File: src/rtl/alu_cmd_sequencer.sv
// Command FIFO and result register around a combinational 8-bit ALU.
// Optional feature macro: ALU_SEQ_DIVZERO_EN (divide-by-zero saturation and flag).
`timescale 1ns/1ps

module alu_cmd_sequencer #(
    parameter int DEPTH = 4
) (
    input  logic                       clk,
    input  logic                       rst_n,
    input  logic                       cmd_valid,
    output logic                       cmd_ready,
    input  logic [7:0]                 cmd_A,
    input  logic [7:0]                 cmd_B,
    input  logic [3:0]                 cmd_sel,
    output logic [7:0]                 ALU_A,
    output logic [7:0]                 ALU_B,
    output logic [3:0]                 ALU_sel,
    input  logic [7:0]                 ALU_result,
    output logic                       res_valid,
    input  logic                       res_ready,
    output logic [7:0]                 res_data,
    output logic [3:0]                 res_sel,
    output logic                       div_zero,
    output logic [$clog2(DEPTH):0]     level
);

    localparam int AW = $clog2(DEPTH);
    localparam int LW = AW + 1;

    typedef enum logic [1:0] {
        ST_IDLE = 2'd0,
        ST_LOAD = 2'd1,
        ST_EXEC = 2'd2,
        ST_WAIT = 2'd3
    } state_t;

    state_t state, state_next;

    logic [19:0]   mem [DEPTH];
    logic [AW-1:0] wr_ptr;
    logic [AW-1:0] rd_ptr;
    logic          push;
    logic          pop;
    logic          capture;
    logic          res_take;

    assign cmd_ready = (level != LW'(DEPTH));
    assign push      = cmd_valid && cmd_ready;
    assign res_take  = res_valid && res_ready;

    // Storage is left unreset so it maps onto RAM; level alone marks entries live.
    always_ff @(posedge clk) begin
        if (push) begin
            mem[wr_ptr] <= {cmd_A, cmd_B, cmd_sel};
        end
    end

    always_ff @(posedge clk or negedge rst_n) begin
        if (!rst_n) begin
            wr_ptr <= '0;
            rd_ptr <= '0;
            level  <= '0;
        end else begin
            if (push) begin
                wr_ptr <= wr_ptr + AW'(1);
            end
            if (pop) begin
                rd_ptr <= rd_ptr + AW'(1);
            end
            case ({push, pop})
                2'b10:   level <= level + LW'(1);
                2'b01:   level <= level - LW'(1);
                default: level <= level;
            endcase
        end
    end

    always_ff @(posedge clk or negedge rst_n) begin
        if (!rst_n) begin
            state <= ST_IDLE;
        end else begin
            state <= state_next;
        end
    end

    always_comb begin
        state_next = state;
        case (state)
            ST_IDLE: if (level != '0) state_next = ST_LOAD;
            ST_LOAD: state_next = ST_EXEC;
            ST_EXEC: state_next = ST_WAIT;
            ST_WAIT: begin
                // A push landing in the same cycle counts toward "non-empty".
                if (res_ready) begin
                    state_next = ((level != '0) || push) ? ST_LOAD : ST_IDLE;
                end
            end
            default: state_next = ST_IDLE;
        endcase
    end

    always_comb begin
        pop     = 1'b0;
        capture = 1'b0;
        case (state)
            ST_LOAD: pop     = 1'b1;
            ST_EXEC: capture = 1'b1;
            default: ;
        endcase
    end

    always_ff @(posedge clk or negedge rst_n) begin
        if (!rst_n) begin
            ALU_A   <= '0;
            ALU_B   <= '0;
            ALU_sel <= '0;
        end else if (pop) begin
            {ALU_A, ALU_B, ALU_sel} <= mem[rd_ptr];
        end
    end

    always_ff @(posedge clk or negedge rst_n) begin
        if (!rst_n) begin
            res_valid <= 1'b0;
        end else if (capture) begin
            res_valid <= 1'b1;
        end else if (state == ST_WAIT && res_take) begin
            res_valid <= 1'b0;
        end
    end

`ifdef ALU_SEQ_DIVZERO_EN
    logic div_zero_reg;
    logic divz_hit;

    assign divz_hit = (ALU_sel == 4'b0011) && (ALU_B == 8'h00);
    assign div_zero = div_zero_reg;

    always_ff @(posedge clk or negedge rst_n) begin
        if (!rst_n) begin
            res_data     <= '0;
            res_sel      <= '0;
            div_zero_reg <= 1'b0;
        end else if (capture) begin
            res_data     <= divz_hit ? 8'hFF : ALU_result;
            res_sel      <= ALU_sel;
            div_zero_reg <= divz_hit;
        end
    end
`else
    assign div_zero = 1'b0;

    always_ff @(posedge clk or negedge rst_n) begin
        if (!rst_n) begin
            res_data <= '0;
            res_sel  <= '0;
        end else if (capture) begin
            res_data <= ALU_result;
            res_sel  <= ALU_sel;
        end
    end
`endif

endmodule

File: config.mk
export PLATFORM = sky130hd
export DESIGN_NAME = alu_cmd_sequencer
export DESIGN_NICKNAME = d
export VERILOG_FILES = /design/src/rtl/alu_cmd_sequencer.sv
export SDC_FILE = /design/constraint.sdc
export NUM_CORES = 1
export LEC_CHECK = 0
export CAP_MARGIN = 40
export CORE_MARGIN = 10
export CORE_UTILIZATION = 30
export DETAILED_ROUTE_END_ITERATION = 16
export HOLD_SLACK_MARGIN = 0.02
export PLACE_DENSITY = 0.52
export SYNTH_ARGS = -nofsm -noshare
export SYNTH_HDL_FRONTEND = slang
export SYNTH_SLANG_ARGS = --single-unit
File: constraint.sdc
create_clock -name clk -period 5.25 [get_ports clk]
set_input_delay 1.575 -clock clk [delete_from_list [all_inputs] [get_ports clk]]
set_output_delay 1.575 -clock clk [all_outputs]
set_load 0.05 [all_outputs]
==> impl_metrics.ini, run 1 <==
[global_route]
track_usage = 0.0972
first_global_vias = 2880
grt_pass1_wl_microns = 16000
grt_max_degree = 43
antenna_found_initial = 0
grt.overflow.total = 0

[floorplanning]
design.die.area_sq_um = 21400
io_pins = 70
die_x_microns = 146
initial_core_util = 0.304
core_sq_um = 15800
row_count = 46
die_h_microns = 146

[worst_hold_path]
min_path_type = flop to flop
holdPathStages = 1

[sta]
worst_pin_slew_ns = 0.766
post-route-period-util = 0.684
layout_min_cycle_time_ns = 3.59
setup_tns_ns = 0
setup_viol = 0
fmax_ghz = 0.279
clock_skew_ns = 0.00925
rsz0062_at_grt = false
maxSlewViolCount = 0
relSlewSlack = 0.488
finalHoldViolCount = 0
whs_ns = 0.489

[power]
p_per_area_nw_per_um2 = 677
irDropWorstVdd_uv = 372
totalPowerFinal_mw = 4.25
cellLeakagePower_nw = 2.34

[critical_path]
cp-start-kind = flop
crit_arrival_ns = 2.02
end_kind = output port
reg2regPathDepth = 6
crit_fanout = 6
path_class = flop to output port
r2r_slack_ns = 3.11
critPathRequiredTime_ns = 3.68

[synth]
ys.flop_type = edfxtp_1
ys_seq_elements = 122
yosysTopAreaCell = edfxtp_1
async_flop_share = 0.344
synthesis.area_sq_um = 4790
synth_cells = 293
avgSynthCellArea_sq_um = 16.4
synth_nets = 336
synth_common_cells = 80 x edfxtp_1, 42 x dfrtp_1, 34 x mux2_2
synth_most_common_cell = edfxtp_1
synth_area_leaders = edfxtp_1 50%, dfrtp_1 22%, mux2_2 8.0%, mux2i_1 4.2%, nor2b_1 2.9%
netlist.area_leader.share = 0.501
ys_types = 28
synth_warnings = 0
seq_area_frac_synth = 0.720
synth_edf_count = 80

[clocking]
cts_setup_buffers = 0
cts_hold_buf = 0
cts-resized-gates = 0
cts_buffer_depth = 2
worstSkewPairLatency_ns = 0.40
cts_tree = done
clk_pin_slew_worst_paths_ns = 0.05
cts_buffers = 17
clk_root_buffer_cell = clkbuf_16
clock_sinks = 122
htreeDepth = 4

[job]
max-cap-violations = 0

[cells_and_area]
area_delta_synth_final_pct = 30.8
diodes = 0
multi_input_area_sq_um = 1260
drive_above_1_share = 0.191
nFillCells = 1486
seq_area_sq_um = 3450
layout.nets = 414

[routing]
drt_wl_total_microns = 10200
via_count = 2604
drc = 0
dr.first_iter.drc_count = 125
via_per_inst = 4.35
drt_first_pass_iters = 4
avgRoutedWirePerCell_microns = 17.0
ant_nets = 0

[placed_design]
place_congestion = 0.721
io_buffers = 68
dp_hpwl_microns = 6300

[outcome]
status = finished, final reports clean
final timing paths:
check                           from        end
setup / recovery            level[1]  cmd_ready
hold / removal             res_valid  res_valid
setup reg to reg            level[1]   level[1]
hold reg to reg            res_valid  res_valid
max in group asynchronous      rst_n  rd_ptr[0]
min in group asynchronous      rst_n   ALU_B[6]
cell usage in the layout (no fill, tap or decap), types with 2 or more instances in the layout:
master / n
mux2_2: 34
inv_1: 5
buf_4: 2
and3_2: 4
edfxtp_1: 80
xnor2_1: 4
clkbuf_1: 4
ha_1: 10
clkinv_2: 3
a21oi_1: 20
nor2b_1: 21
nand2_1: 3
dfrtp_1: 41
xor2_1: 2
clkinvlp_4: 2
clkbuf_16: 17
nor2_1: 3
clkdlybuf4s50_1: 67
o21ai_0: 20
bufinv_16: 2
mux2i_1: 20
stage by stage:
step	util	cell area, sq um	cells	setup slack [ns]
after floorplan	-	4790	293	2.45
after global placement	0.361	5690	566	1.84
after detailed placement	0.363	5730	568	1.76
after CTS	0.398	6270	598	1.64
after global routing	0.398	6270	598	1.60
final	0.398	6270	598	1.66
state kept, by name, indices dropped and copies added (netlist names):
name / flops
res_data: 8
res_valid: 1
res_sel: 4
ALU_A: 8
state: 2
level: 3
wr_ptr: 2
rd_ptr: 2
mem: 80
ALU_sel: 4
ALU_B: 8
cells by family (layout without fill, tap and decap cells):
group / count (synthesis) / after routing / share of synthesized area
multiplexers: 55 / 55 / 0.125
AO/OA/AOI/OAI: 43 / 43 / 0.0470
AND/OR/NAND/NOR: 37 / 37 / 0.0480
buffers and inverters: 18 / 107 / 0.0180
XOR/XNOR: 6 / 6 / 0.0110
adder cells (fa/ha/maj): 11 / 11 / 0.0303
flip-flops: 122 / 122 / 0.720
other: 1 / 1 / 0.000782
cell type report:
cell class	count	area share
Clock buffer	21	0.0702
Multi-Input combinational cell	153	0.201
Clock inverter	9	0.0164
Timing Repair Buffer	72	0.116
Inverter	5	0.00299
Tap cell	216	0.0431
Sequential cell	122	0.551
power by group:
part / internal (mW) / switching (mW)
clock: 0.688 / 0.388
combinational: 0.653 / 1.02
sequential: 1.34 / 0.162
total: 2.68 / 1.57
worst max-delay path: stages, from the launching register on:
cell,delay (ns)
dfrtp_1,0.45
or3b_4,0.46
clkdlybuf4s50_1,0.72
layer usage:
layer | part of all wire | global-route usage
met3 | 0.049 | 0.0411
met4 | 0.0092 | 0.0340
met2 | 0.48 | 0.154
met5 | 0 | 0
met1 | 0.46 | 0.116
Power figures use the tool's default switching activity.
==> inputs of run 2 (changes only) <==
==> constraint.sdc (replaced) <==
create_clock -name clk -period 3.75 [get_ports clk]
set_input_delay 1.125 -clock clk [delete_from_list [all_inputs] [get_ports clk]]
set_output_delay 1.125 -clock clk [all_outputs]
set_load 0.05 [all_outputs]
==> impl_metrics.ini, run 2 (synthesis gave the netlist of run 1 again) <==
[outcome]
status = finished, final reports clean

[routing]
via_per_inst = 4.32
drc = 0
via_count = 2596
ant_nets = 0
avgRoutedWirePerCell_microns = 17.0
drt_first_pass_iters = 4
drt_wl_total_microns = 10200
dr.first_iter.drc_count = 124

[critical_path]
cp_slowest_stage_delay_ns = 0.72
crit_fanout = 6
critPathSlowestCell = clkdlybuf4s50_1
reg2regPathDepth = 5
crit_arrival_ns = 2.03
critPathRequiredTime_ns = 2.62
r2r_start = state[1]
path_cells = or3b_4 -> clkdlybuf4s50_1
cp-start-kind = flop
path_class = flop to output port
r2r_end = ALU_B[2]
r2r_slack_ns = 1.55
end_kind = output port

[cells_and_area]
nFillCells = 1489
final_common_cell = edfxtp_1
largest_reg_flops = 80
layout.nets = 415
drive_above_1_share = 0.203
diodes = 0
final_cell_mix = 80 x edfxtp_1, 67 x clkdlybuf4s50_1, 41 x dfrtp_1
area_delta_synth_final_pct = 32.3
fin_util = 0.402
top_register = mem

[sta]
finalHoldViolCount = 0
layout_min_cycle_time_ns = 3.15
setup_tns_ns = 0
final.setup.worst_slack_ns = 0.599
rsz0062_at_grt = false
post-route-period-util = 0.840
worst_pin_slew_ns = 0.778
clock_skew_ns = 0.00896
setup_viol = 0
fmax_ghz = 0.317
relSlewSlack = 0.480
maxSlewViolCount = 0

[clocking]
cts_tree = done
cts-resized-gates = 0
worstSkewPairLatency_ns = 0.41
clock_sinks = 122
htreeDepth = 4
cts_setup_buffers = 0
clk_pin_slew_worst_paths_ns = 0.05
cts_buffers = 17
cts_hold_buf = 0
clk_root_buffer_cell = clkbuf_16
cts_buffer_depth = 2

[floorplanning]
initial_core_util = 0.304
die_h_microns = 146
core_sq_um = 15800
io_pins = 70
design.die.area_sq_um = 21400
die_x_microns = 146
row_count = 46

[power]
irDropWorstVdd_uv = 546
cellLeakagePower_nw = 2.38
p_per_area_nw_per_um2 = 962

[global_route]
grt_max_degree = 32
grt_pass1_wl_microns = 16100
first_global_vias = 2889
track_usage = 0.0990
antenna_found_initial = 0
grt.overflow.total = 0

[worst_hold_path]
holdPathStages = 1
min_path_type = flop to flop
hp-start = res_valid
hold_end = res_valid

[placed_design]
dp_slack_ns = 0.705
io_buffers = 68
dp_hpwl_microns = 6520
place_congestion = 0.736

[job]
max-cap-violations = 0
## run 2: cell count changes in the layout (fill, tap and decap cells not counted), sizes merged
cell	change
clkinvlp	+1
inv	+1
bufinv	+1
buf	+1
clkinv	-1
## run 2: worst max-delay path: cells and delay by family (launching register included)
family	cells	cell delay, ns
simple gates	1	0.46
flops	1	0.45
buf+inv	1	0.72
## run 2: how the worst max path moves through the flow
| stage | cells after the start | from | slack (ns) | end |
|---|---|---|---|---|
| after floorplan | 6 | level[2] | 1.32 | level[1] |
| final | 2 | level[1] | 0.60 | cmd_ready |
| after detailed placement | 8 | cmd_valid | 0.70 | level[2] |
| after global placement | 8 | cmd_valid | 0.79 | level[2] |
| after CTS | 2 | level[1] | 0.58 | cmd_ready |
| after global routing | 2 | level[0] | 0.53 | cmd_ready |
## run 2: routing by layer
metal,vias to the layer above,GRT usage,routed length [microns]
met2,70,0.157,4850
li1,1240,-,-
met4,0,0.0445,131
met3,11,0.0408,606
met5,-,0,0
met1,1275,0.115,4640
## run 2: layout make-up
type | count | area (sq um) | share of cell area
sequential | 122 | 3450 | 0.545
multi-input combinational | 153 | 1260 | 0.198
clock inverter | 11 | 145 | 0.0229
inverter | 5 | 18.8 | 0.00296
tap | 216 | 270 | 0.0426
clock buffer | 21 | 450 | 0.0710
timing repair buffer | 73 | 746 | 0.118
## run 2: metrics by stage
step           std cells  hold WS (ns)  total power, mW  area (sq um)
4_1_cts              601         0.479             6.20          6340
3_3_place_gp         567         0.466             4.45          5700
2_1_floorplan        293         0.466             3.71          4790
3_5_place_dp         569         0.467             4.53          5750
5_1_grt              601         0.500             6.44          6340
6_report             601         0.477             6.10          6340
## run 2: where the power goes
part	leakage, nW	switching [mW]	total [mW]	internal (mW)
clock network	0.283	0.579	1.64	1.06
logic	0.855	1.44	2.37	0.931
registers	1.24	0.219	2.09	1.87
total	2.38	2.24	6.10	3.86
